$ cat config.mk
export PLATFORM = sky130hd
export DESIGN_NAME = layer_sequencer
export DESIGN_NICKNAME = d
export VERILOG_FILES = /design/src/rtl/accel_pkg.sv /design/src/rtl/layer_sequencer_argmax.sv /design/src/rtl/layer_sequencer.sv
export SDC_FILE = /design/constraint.sdc
export NUM_CORES = 1
export LEC_CHECK = 0
export CAP_MARGIN = 0
export CORE_MARGIN = 4
export CORE_UTILIZATION = 45
export CTS_CLUSTER_SIZE = 12
export DETAILED_ROUTE_END_ITERATION = 8
export PLACE_DENSITY = 0.79
export SYNTH_ARGS = -nofsm -noshare
export SYNTH_HDL_FRONTEND = slang
export SYNTH_SLANG_ARGS = --single-unit
$ cat constraint.sdc
create_clock -name clk -period 4.94 [get_ports clk]
set_input_delay 0.988 -clock clk [delete_from_list [all_inputs] [get_ports clk]]
set_output_delay 0.988 -clock clk [all_outputs]
set_load 0.02 [all_outputs]
$ cat src/rtl/accel_pkg.sv
// Shared types and constants for the inference accelerator control path.
package accel_pkg;

    typedef enum logic [2:0] {
        ST_IDLE,
        ST_RUN,
        ST_DRAIN,
        ST_WRITE,
        ST_RDWAIT,
        ST_ARGMAX,
        ST_DONE
    } state_t;

    localparam int unsigned LANES   = 10;
    localparam int unsigned LANE_W  = 8;
    localparam int unsigned WADDR_W = 7;
    localparam int unsigned RADDR_W = 4;
    localparam int unsigned IDX_W   = 4;

    // Extract signed lane i from a packed result vector (lane i = bits [8i+7:8i]).
    function automatic logic signed [LANE_W-1:0] lane_of(
        input logic [LANES*LANE_W-1:0] vec,
        input logic [IDX_W-1:0]        i
    );
        return vec[i*LANE_W +: LANE_W];
    endfunction

endpackage

$ cat src/rtl/layer_sequencer_argmax.sv
// Sequential argmax over the 10 signed result lanes, one lane per cycle.
// The load cycle itself scans lane 0 straight from the input vector, so a
// full scan takes exactly LANES cycles; idx/valid describe the lane being
// scanned this cycle, letting the caller register the final winner on the
// same edge that finishes the scan.
module argmax_seq
    import accel_pkg::*;
(
    input  logic                      clk,
    input  logic                      rst_n,
    input  logic                      load,
    input  logic [LANES*LANE_W-1:0]   vec,
    output logic [IDX_W-1:0]          idx,
    output logic                      valid
);

    logic [LANES*LANE_W-1:0] vec_q;
    logic                    active;
    logic [IDX_W-1:0]        cnt_q;
    logic signed [LANE_W-1:0] best_val;
    logic [IDX_W-1:0]        best_idx;

    logic                    scanning;
    logic [IDX_W-1:0]        cur_idx;
    logic signed [LANE_W-1:0] cur_val;
    logic                    take;

    // Current lane compare; strictly greater wins so ties keep the lower index.
    always_comb begin
        scanning = load || active;
        cur_idx  = load ? '0 : cnt_q;
        cur_val  = load ? lane_of(vec, '0) : lane_of(vec_q, cnt_q);
        take     = load || (cur_val > best_val);
        idx      = take ? cur_idx : best_idx;
        valid    = scanning && (cur_idx == IDX_W'(LANES - 1));
    end

    // Scan state: captured vector, running best and lane counter.
    always_ff @(posedge clk) begin
        if (!rst_n) begin
            vec_q    <= '0;
            active   <= 1'b0;
            cnt_q    <= '0;
            best_val <= '0;
            best_idx <= '0;
        end else if (scanning) begin
            if (load) begin
                vec_q <= vec;
            end
            if (take) begin
                best_val <= cur_val;
            end
            best_idx <= idx;
            cnt_q    <= cur_idx + 1'b1;
            active   <= !valid;
        end
    end

endmodule

$ cat src/rtl/layer_sequencer.sv
// Control FSM for one inference layer: steps the weight/input buffers,
// strobes the PE line, writes the accumulated vector to the result buffer
// and, for layer 1, scans it back for the winning class index.
module layer_sequencer
    import accel_pkg::*;
#(
    parameter int unsigned IN_LEN0 = 100,
    parameter int unsigned IN_LEN1 = 10,
    parameter int unsigned PE_LAT  = 2
)(
    input  logic                      clk,
    input  logic                      rst_n,
    input  logic                      start,
    input  logic                      layer,
    output logic                      busy,
    output logic                      done,
    output logic                      weight_we,
    output logic [WADDR_W-1:0]        weight_addr,
    output logic                      input_we,
    output logic [WADDR_W-1:0]        input_addr,
    output logic                      pe_clear,
    output logic                      pe_valid,
    output logic                      result_we,
    output logic [RADDR_W-1:0]        result_addr,
    input  logic [LANES*LANE_W-1:0]   result_data,
    output logic [IDX_W-1:0]          inference_result,
    output logic                      result_valid
);

    localparam logic [WADDR_W-1:0] LAST0      = WADDR_W'(IN_LEN0 - 1);
    localparam logic [WADDR_W-1:0] LAST1      = WADDR_W'(IN_LEN1 - 1);
    localparam logic [7:0]         DRAIN_LAST = 8'(PE_LAT);

    state_t             state;
    logic               layer_q;
    logic [WADDR_W-1:0] last_k;
    logic [7:0]         drain_cnt;
    logic               issue;
    logic               arg_load;
    logic [IDX_W-1:0]   arg_idx;
    logic               arg_valid;

    assign weight_we  = 1'b0;
    assign input_we   = 1'b0;
    assign input_addr = weight_addr;

    argmax_seq u_argmax (
        .clk   (clk),
        .rst_n (rst_n),
        .load  (arg_load),
        .vec   (result_data),
        .idx   (arg_idx),
        .valid (arg_valid)
    );

    // Main sequencer: state and all registered outputs.
    always_ff @(posedge clk) begin
        if (!rst_n) begin
            state            <= ST_IDLE;
            layer_q          <= 1'b0;
            last_k           <= '0;
            drain_cnt        <= '0;
            issue            <= 1'b0;
            arg_load         <= 1'b0;
            busy             <= 1'b0;
            done             <= 1'b0;
            weight_addr      <= '0;
            pe_clear         <= 1'b0;
            pe_valid         <= 1'b0;
            result_we        <= 1'b0;
            result_addr      <= '0;
            inference_result <= '0;
            result_valid     <= 1'b0;
        end else begin
            // pe_valid trails the issue flag by the buffer read latency
            pe_valid  <= issue;
            pe_clear  <= 1'b0;
            done      <= 1'b0;
            result_we <= 1'b0;
            arg_load  <= 1'b0;
            unique case (state)
                ST_IDLE: begin
                    if (start) begin
                        state        <= ST_RUN;
                        layer_q      <= layer;
                        last_k       <= layer ? LAST1 : LAST0;
                        weight_addr  <= '0;
                        issue        <= 1'b1;
                        pe_clear     <= 1'b1;
                        busy         <= 1'b1;
                        result_valid <= 1'b0;
                    end
                end
                ST_RUN: begin
                    if (weight_addr == last_k) begin
                        state     <= ST_DRAIN;
                        issue     <= 1'b0;
                        drain_cnt <= '0;
                    end else begin
                        weight_addr <= weight_addr + 1'b1;
                    end
                end
                ST_DRAIN: begin
                    if (drain_cnt == DRAIN_LAST) begin
                        state       <= ST_WRITE;
                        result_we   <= 1'b1;
                        result_addr <= {{(RADDR_W-1){1'b0}}, layer_q};
                    end else begin
                        drain_cnt <= drain_cnt + 1'b1;
                    end
                end
                ST_WRITE: begin
                    if (layer_q) begin
                        state <= ST_RDWAIT;
                    end else begin
                        state <= ST_DONE;
                        done  <= 1'b1;
                    end
                end
                ST_RDWAIT: begin
                    // read data is valid in the first ARGMAX cycle
                    state    <= ST_ARGMAX;
                    arg_load <= 1'b1;
                end
                ST_ARGMAX: begin
                    if (arg_valid) begin
                        state            <= ST_DONE;
                        done             <= 1'b1;
                        inference_result <= arg_idx;
                        result_valid     <= 1'b1;
                    end
                end
                ST_DONE: begin
                    state <= ST_IDLE;
                    busy  <= 1'b0;
                end
                default: state <= ST_IDLE;
            endcase
        end
    end

endmodule

==> qor.yml <==
period_share_pct: 80.5
port_buffers: 108
first_pass_iters: 5
place_area_um2: 7250
r2r_end: "u_argmax.best_val[5]"
r2r_cells: 12
synth_warnings: 0
cts_tree: "done"
r2r-start: "u_argmax.cnt_q[0]"
min_path_type: "reg2reg"
clockBufferDepth: 2
yosys.area.top_type: "dfxtp_1"
crit_path_end_kind: "flop"
drv_slew: 0
power.leakage_nw: 2.74
cts_resized: 0
dieArea_um2: 15600
design_area_um2: 7880
io_pins: 114
synth-seq-cells: 131
fin_util_pct: 59.0
numCtsBuffers: 17
rrSetupSlack_ns: 0.96
slew_headroom_pct: 24.8
initial_utilization_pct: 46.2
cts-root-buf: "clkbuf_16"
viasPerCell: 5.51
grt_antenna_before_repair: 0
cp-start-kind: "flop"
arrival_ns: 4.28
synthTopCellsByArea: "dfxtp_1 43%, mux2i_1 19%, nor2_1 6.1%"
yosysSeqAreaShare_pct: 42.5
hold_end: "result_addr[0]"
dp_hpwl_um: 11000
overflow: 0
vias: 5184
antenna_cells: 0
synth.distinct_cells: 54
fillers: 1120
finalHoldViolCount: 0
cts.sinks: 131
finalWirelength_um: 15400
clkSlewWorstSetupHoldPaths_ns: 0.05
critPathMaxFanout: 17
hold_depth: 2
drc: 0
ctsHoldBuffers: 0
status: "complete, no violations"
drv_cap: 0
post_cts_buffers: 0
vdd_drop_max_mv: 0.231
setup-violations-final: 0
grt_max_degree: 67
fin_crit_ns: 3.98
synthArstFlopShare_pct: 0
place.gp.congestion: 0.867
worst_slack_ns: 0.965
worstSetupPathType: "reg2reg"
syn_area_per_cell_um2: 9.21
syn_to_final_growth_pct: 27.7
required_ns: 5.25
die-width_um: 125
synthesis.area_um2: 6170
cts_max_level: 4
synth_top_area_share_pct: 42.5
num_rows: 42
synth_edf_count: 0
ys.flop_type: "dfxtp_1"
netlist_instances: 670
powerDensity_nw_per_um2: 386
grt_pass1_wl_um: 25000
ant_nets: 0
hp-start: "result_addr[0]"
core_um2: 13300
rsz0062_at_grt: "false"
wl_per_cell_um: 16.4
grt_usage_pct: 19.6
tightest_slew_ns: 1.13
fin_nets: 848
drive_gt1_share_pct: 7.72
tns_ns: 0
skew_ns: 0.00608
clock_latency_ns: 0.42
dieHeight_um: 125
grt_pass1_vias: 5074
drtIter0Drc: 411
clock.fmax_mhz: 252
dp_slack_ns: 1.03
## worst max-delay path, stage by stage (launching register included)
cell,delay [ns]
dfxtp_2,0.63
buf_4,0.36
mux2i_1,0.32
a22oi_1,0.17
nand3_1,0.17
o211ai_1,0.15
ha_1,0.33
nand4_1,0.17
o311ai_0,0.42
a31oi_1,0.24
buf_4,0.28
or2_2,0.35
a31o_2,0.27
## per-stage QoR
step           hold slack (ns)  power [mW]  instances
2_1_floorplan            0.447        1.58        674
3_5_place_dp             0.452        1.75        908
3_3_place_gp             0.447        1.73        908
4_1_cts                  0.466        3.05        940
6_report                 0.464        3.04        940
5_1_grt                  0.476        3.17        940
## cell usage after synthesis (6+ instances only)
cell type / instances
dfxtp_1: 131
mux2i_1: 117
nor2_1: 100
nand2_1: 41
a21oi_1: 39
clkbuf_1: 24
buf_2: 16
nand2b_1: 16
nand3_1: 15
ha_1: 13
inv_1: 13
buf_4: 12
o21ai_0: 10
nor4_1: 9
a22oi_1: 8
nor2b_1: 7
o211ai_1: 7
o31ai_1: 7
a31o_2: 6
## kinds of logic (layout without fill, tap and decap cells)
logic type | Yosys count | after routing | share of synthesized area, %
flops | 131 | 131 | 42.5
xor+xnor | 7 | 7 | 0.994
fa+ha+maj | 13 | 13 | 2.64
simple gates | 228 | 228 | 17.6
buf+inv | 70 | 160 | 5.44
mux | 119 | 119 | 19.7
other cells | 1 | 5 | 0.0608
compound gates | 101 | 101 | 11.0
## worst max-delay path by stage
stage,start,endpoint,slack [ns]
after floorplan,u_argmax.cnt_q[1],inference_result[2],1.81
after CTS,u_argmax.cnt_q[0],u_argmax.best_val[5],1.03
after global placement,result_data[7],u_argmax.best_val[1],1.17
after global routing,u_argmax.cnt_q[0],u_argmax.best_val[5],0.74
final,u_argmax.cnt_q[0],u_argmax.best_val[5],0.96
after detailed placement,result_data[7],u_argmax.best_val[5],1.03
## placed cells by master (no fill, tap or decap), types with 6 or more instances in the layout
cell type,n
a21oi_1,39
a22oi_1,8
a31o_2,6
buf_4,6
clkbuf_16,17
clkdlybuf4s50_1,108
dfxtp_1,129
ha_1,13
inv_1,13
mux2i_1,117
nand2_1,41
nand2b_1,16
nand3_1,15
nor2_1,100
nor2b_1,7
nor4_1,9
o211ai_1,7
o21ai_0,10
o31ai_1,7
## report_power, final
group          internal [mW]  leakage, nW  total, mW  switching (mW)
sequential              1.11         1.06       1.17          0.0659
combinational          0.255         1.38      0.563           0.308
clock                  0.856        0.305       1.30           0.447
total                   2.22         2.74       3.04           0.821
## metal layers
layer / share of wire [%] / routed length [µm] / global-route usage [%]
met1: 42 / 6530 / 23.8
met2: 48 / 7430 / 32.6
met3: 6.8 / 1040 / 6.78
met4: 2.6 / 399 / 7.08
met5: 0 / 0 / 0
## sequential cells by signal, summed over array words and instances (netlist names), 3 cells and up
register / flops
u_argmax.cnt_q: 4
u_argmax.vec_q: 80
last_k: 3
drain_cnt: 8
input_addr: 7
u_argmax.best_idx: 4
inference_result: 4
u_argmax.best_val: 8
state: 3
## layout make-up
type,count,area (µm²),share of cell area [%]
Tap cell,176,220,2.80
Inverter,14,52.6,0.667
Timing Repair Buffer,114,1130,14.3
Multi-Input combinational cell,473,3230,41.0
Sequential cell,131,2630,33.4
Clock inverter,9,125,1.59
Clock buffer,23,498,6.32
Note: power is estimated with default switching activity, not from simulation.
